--- src/rtl/if_id_rx.sv ---
// -----------------------------------------------------------------------------
// if_id_rx : ID-side receiver for the 64-bit IF/ID pipeline bus.
//
// Buffers fetched words in a 2-entry skid buffer (head + skid) and splits the
// head word into decode fields. It detects load-use hazards against the
// instruction in EX and presents a bubble while one is active. A branch flush
// from EX discards everything buffered.
//
// Handshake: a word moves across an interface on a clock edge where both
// valid and ready are high. valid must not depend on ready. Here in_ready
// depends only on the buffer state. out_valid depends on the state, the
// hazard compare and flush, and never on out_ready.
//
// Optional feature: define IF_ID_RX_STATS_EN to add the saturating 16-bit
// counters stall_cnt and flush_cnt.
//
// Ports:
//   clock, reset             posedge clock, synchronous active-high reset
//   IF_ID_in[63:0]           {PC+4, instruction} from the fetch register
//   in_valid / in_ready      fetch-side handshake
//   flush                    branch/jump taken in EX, drop all entries
//   ex_mem_read, ex_rt       load in EX and its destination register
//   out_valid / out_ready    handshake towards ID/EX
//   pc_plus4, instr          head entry
//   opcode..funct, imm_sext  decode fields of the head instruction
//   hazard_stall             load-use stall active this cycle
//   state_dbg[1:0]           buffer state (0 EMPTY, 1 ONE, 2 TWO)
//   stall_cnt, flush_cnt     statistics (IF_ID_RX_STATS_EN only)
// -----------------------------------------------------------------------------
module if_id_rx #(
   parameter int PC_W    = 32,
   parameter int INSTR_W = 32
) (
   input  logic                     clock,
   input  logic                     reset,
   input  logic [PC_W+INSTR_W-1:0]  IF_ID_in,
   input  logic                     in_valid,
   output logic                     in_ready,
   input  logic                     flush,
   input  logic                     ex_mem_read,
   input  logic [4:0]               ex_rt,
   output logic                     out_valid,
   input  logic                     out_ready,
   output logic [PC_W-1:0]          pc_plus4,
   output logic [INSTR_W-1:0]       instr,
   output logic [5:0]               opcode,
   output logic [4:0]               rs,
   output logic [4:0]               rt,
   output logic [4:0]               rd,
   output logic [4:0]               shamt,
   output logic [5:0]               funct,
   output logic [31:0]              imm_sext,
   output logic                     hazard_stall,
`ifdef IF_ID_RX_STATS_EN
   output logic [15:0]              stall_cnt,
   output logic [15:0]              flush_cnt,
`endif
   output logic [1:0]               state_dbg
);

   localparam int BUS_W = PC_W + INSTR_W;

   typedef enum logic [1:0] {
      EMPTY = 2'd0,
      ONE   = 2'd1,
      TWO   = 2'd2
   } state_t;

   state_t             state;
   logic [BUS_W-1:0]   head;
   logic [BUS_W-1:0]   skid;
   logic               push;
   logic               pop;

   assign state_dbg = state;

   // The head register is zeroed whenever it is empty, so the fields need no
   // extra masking to read 0 in EMPTY.
   assign pc_plus4 = head[BUS_W-1:INSTR_W];
   assign instr    = head[INSTR_W-1:0];
   assign opcode   = instr[31:26];
   assign rs       = instr[25:21];
   assign rt       = instr[20:16];
   assign rd       = instr[15:11];
   assign shamt    = instr[10:6];
   assign funct    = instr[5:0];
   assign imm_sext = {{16{instr[15]}}, instr[15:0]};

   assign in_ready = (state != TWO);

   // The rt compare is deliberately not qualified by opcode. This can stall
   // on false positives, but it never misses a real dependency.
   assign hazard_stall = (state != EMPTY) && ex_mem_read && (ex_rt != 5'd0) &&
                         ((ex_rt == rs) || (ex_rt == rt));

   assign out_valid = (state != EMPTY) && !hazard_stall && !flush;

   assign push = in_valid && in_ready;
   assign pop  = out_valid && out_ready;

   always_ff @(posedge clock) begin
      if (reset || flush) begin
         // A flush drops any word pushed in the same cycle.
         state <= EMPTY;
         head  <= '0;
         skid  <= '0;
      end else begin
         case (state)
            EMPTY: begin
               if (push) begin
                  head  <= IF_ID_in;
                  state <= ONE;
               end
            end
            ONE: begin
               if (push && !pop) begin
                  skid  <= IF_ID_in;
                  state <= TWO;
               end else if (push && pop) begin
                  head  <= IF_ID_in;
               end else if (pop) begin
                  head  <= '0;
                  state <= EMPTY;
               end
            end
            TWO: begin
               if (pop) begin
                  head  <= skid;
                  skid  <= '0;
                  state <= ONE;
               end
            end
            default: begin
               state <= EMPTY;
               head  <= '0;
               skid  <= '0;
            end
         endcase
      end
   end

`ifdef IF_ID_RX_STATS_EN
   // The counters survive a flush. Only reset clears them.
   always_ff @(posedge clock) begin
      if (reset) begin
         stall_cnt <= '0;
         flush_cnt <= '0;
      end else begin
         if (hazard_stall && (stall_cnt != 16'hFFFF))
            stall_cnt <= stall_cnt + 16'd1;
         if (flush && (state != EMPTY) && (flush_cnt != 16'hFFFF))
            flush_cnt <= flush_cnt + 16'd1;
      end
   end
`endif

endmodule
--- config.mk ---
export PLATFORM = sky130hd
export DESIGN_NAME = if_id_rx
export DESIGN_NICKNAME = d
export VERILOG_FILES = /design/src/rtl/if_id_rx.sv
export SDC_FILE = /design/constraint.sdc
export NUM_CORES = 1
export LEC_CHECK = 0
export ABC_AREA = 1
export CAP_MARGIN = 25
export CORE_ASPECT_RATIO = 2
export CORE_UTILIZATION = 55
export CTS_BUF_LIST = sky130_fd_sc_hd__clkbuf_8
export DETAILED_ROUTE_END_ITERATION = 8
export HOLD_SLACK_MARGIN = 0.15
export PLACE_DENSITY_LB_ADDON = 0.25
export SLEW_MARGIN = 0
export SYNTH_ARGS = -nofsm -noshare
export SYNTH_HDL_FRONTEND = slang
export SYNTH_SLANG_ARGS = --single-unit
export TNS_END_PERCENT = 100
--- constraint.sdc ---
create_clock -name clock -period 4.66 [get_ports clock]
set_input_delay 0.932 -clock clock [delete_from_list [all_inputs] [get_ports clock]]
set_output_delay 0.932 -clock clock [all_outputs]
set_load 0.005 [all_outputs]
# Word level (Yosys, flattened, before mapping)
# Index checks and enable logic that the tools add are counted.
# W data, S select, Z words.
# classes
eq_ne	12
muxes	14
bitwise_logic	1
n_reduce_logical	20
# ops
cell	n
$mux W64	6
$pmux W64 S3	2
$eq A5 B5 Y1	2
$mux W2	5
$ne A2 B2 Y1 const B	5
$logic_and A1 B1 Y1	9
$ne A3 B3 Y1 const B	3
$reduce_and A4 Y1	2
$pmux W2 S3	1
$reduce_bool A5 Y1	1
$logic_not A1 Y1	3
$reduce_and A3 Y1	1
$eq A2 B1 Y1 const B	1
$eq A2 B2 Y1 const B	1
$logic_not A2 Y1	1
$logic_or A1 B1 Y1	2
$reduce_bool A2 Y1	1
$not A1 Y1	1
# totals
reg_bits	130
in_bits	75
output_inout_bits	133
word_cells	50

# Longest topological paths before layout
# depth
ltp_word	12
depth_mapped	14
depth_no_buf	13

# Least setup slack after synthesis
# OpenSTA, ideal clock, no wires.
# synth_timing
path_kind	input -> output
start	input port ex_rt[3]
end	output port out_valid
t_arrival_ps	1555
t_required_ps	3728
setup_slack_ps	2173
path_stages	9
n_path_buf	0
path_cell_list	inv_2 > nand2_1 > nand2_1 > nor2_1 > nand3_1 > nand2_2 > nand2_4 > inv_1 > nor3_1
# synth_via
elab_chain_len	6
elab_cells_between_ends	9
cone_classes	eq/ne (2); reduce/logical (7)
# synth_rtl
element	line_no	rtl
start, declared	41	input logic [4:0] ex_rt,
$eq A5 B5 Y1 or $reduce_bool A5 Y1 (tied branches)	94, 93	
$logic_or A1 B1 Y1 or $logic_and A1 B1 Y1 (tied branches)	94, 93	
$logic_and A1 B1 Y1 (*)	93	assign hazard_stall = (state != EMPTY) && ex_mem_read && (ex_rt != 5'd0) &&
net hazard_stall	53	output logic hazard_stall,
$logic_not A1 Y1 (*)	96	assign out_valid = (state != EMPTY) && !hazard_stall && !flush;
$logic_and A1 B1 Y1 (*) (2 in a row)	96	
end, declared	42	output logic out_valid,
# Mark *: on every way through the listed nets, which the timed path passes. The rest lies on a longest branch.

# Worst setup path after layout
# layout_timing
start	input port ex_rt[0]
end	output port out_valid
# layout_via
elab_chain_len	6
elab_cells_between_ends	9
cone_classes	eq/ne (2); reduce/logical (7)
# layout_rtl
element	line_no
$eq A5 B5 Y1 or $reduce_bool A5 Y1 (tied branches)	94, 93
$logic_or A1 B1 Y1 or $logic_and A1 B1 Y1 (tied branches)	94, 93
$logic_and A1 B1 Y1 (*)	93
$logic_not A1 Y1 (*)	96
$logic_and A1 B1 Y1 (*) (2 in a row)	96
# Mark *: on every way between the ends. The rest lies on a longest branch, timed or not.

==> summary.md <==
| Metric | Value |
|---|---|
| Outcome | `finished clean` |
| Mapped cell area | `0.008142 mm²` |
| Worst min path class | `register to register` |
| R2R depth | `9` |
| Worst path max stage delay | `0.60 ns` |
| Final hold violation count | `0` |
| RePlAce Congestion | `0.7904` |
| FF/Latch Area | `0.002603 mm²` |
| Per-cell routed wire length | `14.63 µm` |
| Synthesized net count | `1197` |
| Die Y | `174.1 µm` |
| Placed cell count | `1389` |
| First-pass GRT wire length | `33500 µm` |
| Worst-margin pin slew | `0.7864 ns` |
| Antenna violations before repair | `0` |
| GR Overflow Total | `0` |
| All-Layer GR Usage | `27.66%` |
| Multi-input gate area | `0.003956 mm²` |
| 1st-pass router iterations | `5` |
| FF-to-FF End | `head[24]` |
| Cts hold-fix bufs | `0` |
| Layout cell share with drive strength beyond 1 | `15.46%` |
| Ys flop type | `dfxtp_1` |
| Finish-stage setup viols | `0` |
| Final wirelength | `20790 µm` |
| HPWL after DPL | `13300 µm` |
| Kind of critical path | `input port to output pin` |
| # IOs | `208` |
| Source of the worst hold timing path | `skid[24]` |
| Fill cell count | `1288` |
| Maxcap violations | `0` |
| Post-synth ARST share | `0%` |
| Hold Path End | `skid[24]` |
| Initial DRC count | `513` |
| Syn avg cell area | `7.256 µm²` |
| Power per cell area | `264.7 mW/mm²` |
| Distinct cell type count after synthesis | `28` |
| H-tree levels | `4` |
| CTS root buffer | `clkbuf_8` |
| Max-slew headroom | `47.57%` |
| Area Overhead vs Synth | `22.24%` |
| Top post-synthesis cells by area | `dfxtp_1, nand2_1, nand3_2` |
| Register bit total from synthesis | `130` |
| Maximum clock frequency | `273.1 MHz` |
| Setup repair after global routing missed its margin | `false` |
| Sequential share of the synthesized area | `31.97%` |
| Final nets | `1291` |
| Die area | `0.01532 mm²` |
| Worst R2R Start | `state_dbg[1]` |
| Critical path data arrival time | `2.73 ns` |
| Row Count | `62` |
| Sum Neg Setup Slack | `0 ns` |
| Diodes inserted | `0` |
| Largest net degree at the start of global routing | `65` |
| Yosys top cell by area | `dfxtp_1` |
| Hold-critical path depth | `2` |
| Tot Pwr | `0.002635 W` |
| CP Capture Type | `output pin` |
| Post-synth top area share | `31.97%` |
| Clk buf depth | `2` |
| Worst Skew | `0.01750 ns` |
| Most frequent CP cell | `nor2_1` |
| Max Slew Vio Count | `0` |
| Post-DRT Antenna Nets | `0` |
| Vias/cell | `5.267` |
| Clk sinks | `130` |
| Max Fanout on Critical Path | `5` |
| Clock Pin Slew Worst Setup and Hold Paths | `0.07 ns` |
| Worst Path Required | `3.73 ns` |
| TritonCTS clock tree | `built` |
| Non-filler cells, final | `1421` |
| CP max stage cell | `clkdlybuf4s50_1` |
| Crit path launch type | `input port` |
| Die Span X | `88.03 µm` |
| Initial core utilization | `56.43%` |
| Core area | `0.01443 mm²` |
| Post-Syn Instances | `1122` |
| # port buffers | `207` |
| Vias in the first global route | `7141` |
| Resize count post-CTS | `0` |
| Via count | `7485` |
| Most frequent cell after synthesis | `nand2_1` |
| Total CTS buffers | `17` |
| Leak | `3.392 nW` |
| YS warnings | `0` |
| Critical-path cell list | `clkdlybuf4s50_1 -> nor2_1 -> nor2_1 -> nor2_1 -> nand3_1 -> nand2_2 -> nand2_4 -> inv_1 -> nor3_1 -> clkdlybuf4s50_1` |
| EDFF count, synth | `0` |
| Commonest cells post-synth | `nand2_1, inv_1, dfxtp_1` |
| Clock Latency Late Sink | `0.45 ns` |
| Max rail drop VDD | `0.1860 mV` |
| Drt drc | `0` |
| Reg2reg setup slack | `1.63 ns` |
| Minimum clock period | `3.662 ns` |
| Final Cycle Share | `78.58%` |
| Post-CTS setup buffer count | `0` |
-- layer usage --
metal  part of all wire (%)  up-vias  track usage (%)
li1                       -     3695                -
met1                     39     3498            30.72
met2                     52      247            49.48
met3                    5.1       45            4.938
met4                    3.4        0            12.84
met5                      0        -                0
-- metrics by stage --
step	area [µm²]	worst slack (ns)	utilization (%)	hold WS, ns
final	9952	0.9983	68.97	0.4608
after global routing	9952	0.8773	68.97	0.4744
after floorplan	8142	2.173	-	0.4392
after CTS	9952	0.9924	68.97	0.4635
after global placement	9502	1.020	65.85	0.4478
after detailed placement	9542	1.013	66.13	0.4519
-- critical path, delay by kind of cell --
kind          cells  cell delay (ns)
simple gates      7             0.58
buf+inv           3             1.20
-- where the power goes --
part	total, W	leakage, nW	internal, W	switching [W]
combinational	0.000471	2.15	0.000215	0.000256
clock	0.00101	0.188	0.000510	0.000496
sequential	0.00116	1.05	0.00113	0.0000239
-- cell usage in the layout, fill, tap and decap left out --
master	instances
o21ai_0	62
clkinvlp_4	6
nand4_4	1
nand3_2	64
dfxtp_1	130
nor2_4	2
o21bai_1	61
a21oi_2	60
bufinv_16	2
nand2_2	2
o211ai_1	1
nor2_1	77
nand2_4	7
buf_12	2
nand2_1	219
xnor2_1	2
nand4_1	4
inv_1	139
clkbuf_8	19
inv_2	5
buf_4	10
clkdlybuf4s50_1	207
inv_6	5
o21ai_4	1
inv_4	1
a21oi_1	69
nor2_2	1
nand3_4	1
nand3_1	67
nor3_1	1
clkinv_4	1
-- sequential cells by signal (all words and copies together) (netlist names) --
signal and cells:
head 64, state_dbg 2, skid 64
-- area by class of cell --
cell class              instances  area share, %
well taps                     192          2.414
multi-input cells             702          39.75
clock buffers                  19          2.628
repair buffers                219          21.98
clock inverters                13          1.496
inverters                     146          5.582
flip-flops and latches        130          26.15
-- cells by family after synthesis --
family | Yosys count | synth area share, %
flip-flops | 130 | 31.97
AND/OR/NAND/NOR | 446 | 27.66
AO/OA/AOI/OAI | 254 | 20.42
XOR/XNOR | 2 | 0.2152
buffers and inverters | 290 | 19.73
-- worst max path at each step --
stage | startpoint | endpoint | slack (ns) | depth (start not counted)
6_report | ex_rt[0] | out_valid | 1.0 | 10
5_1_grt | ex_rt[2] | out_valid | 0.88 | 10
4_1_cts | ex_rt[0] | out_valid | 0.99 | 10
3_5_place_dp | ex_rt[0] | out_valid | 1.01 | 10
3_3_place_gp | ex_rt[0] | out_valid | 1.02 | 10
2_1_floorplan | ex_rt[3] | out_valid | 2.17 | 9
Note: power is estimated with default switching activity, not from simulation.
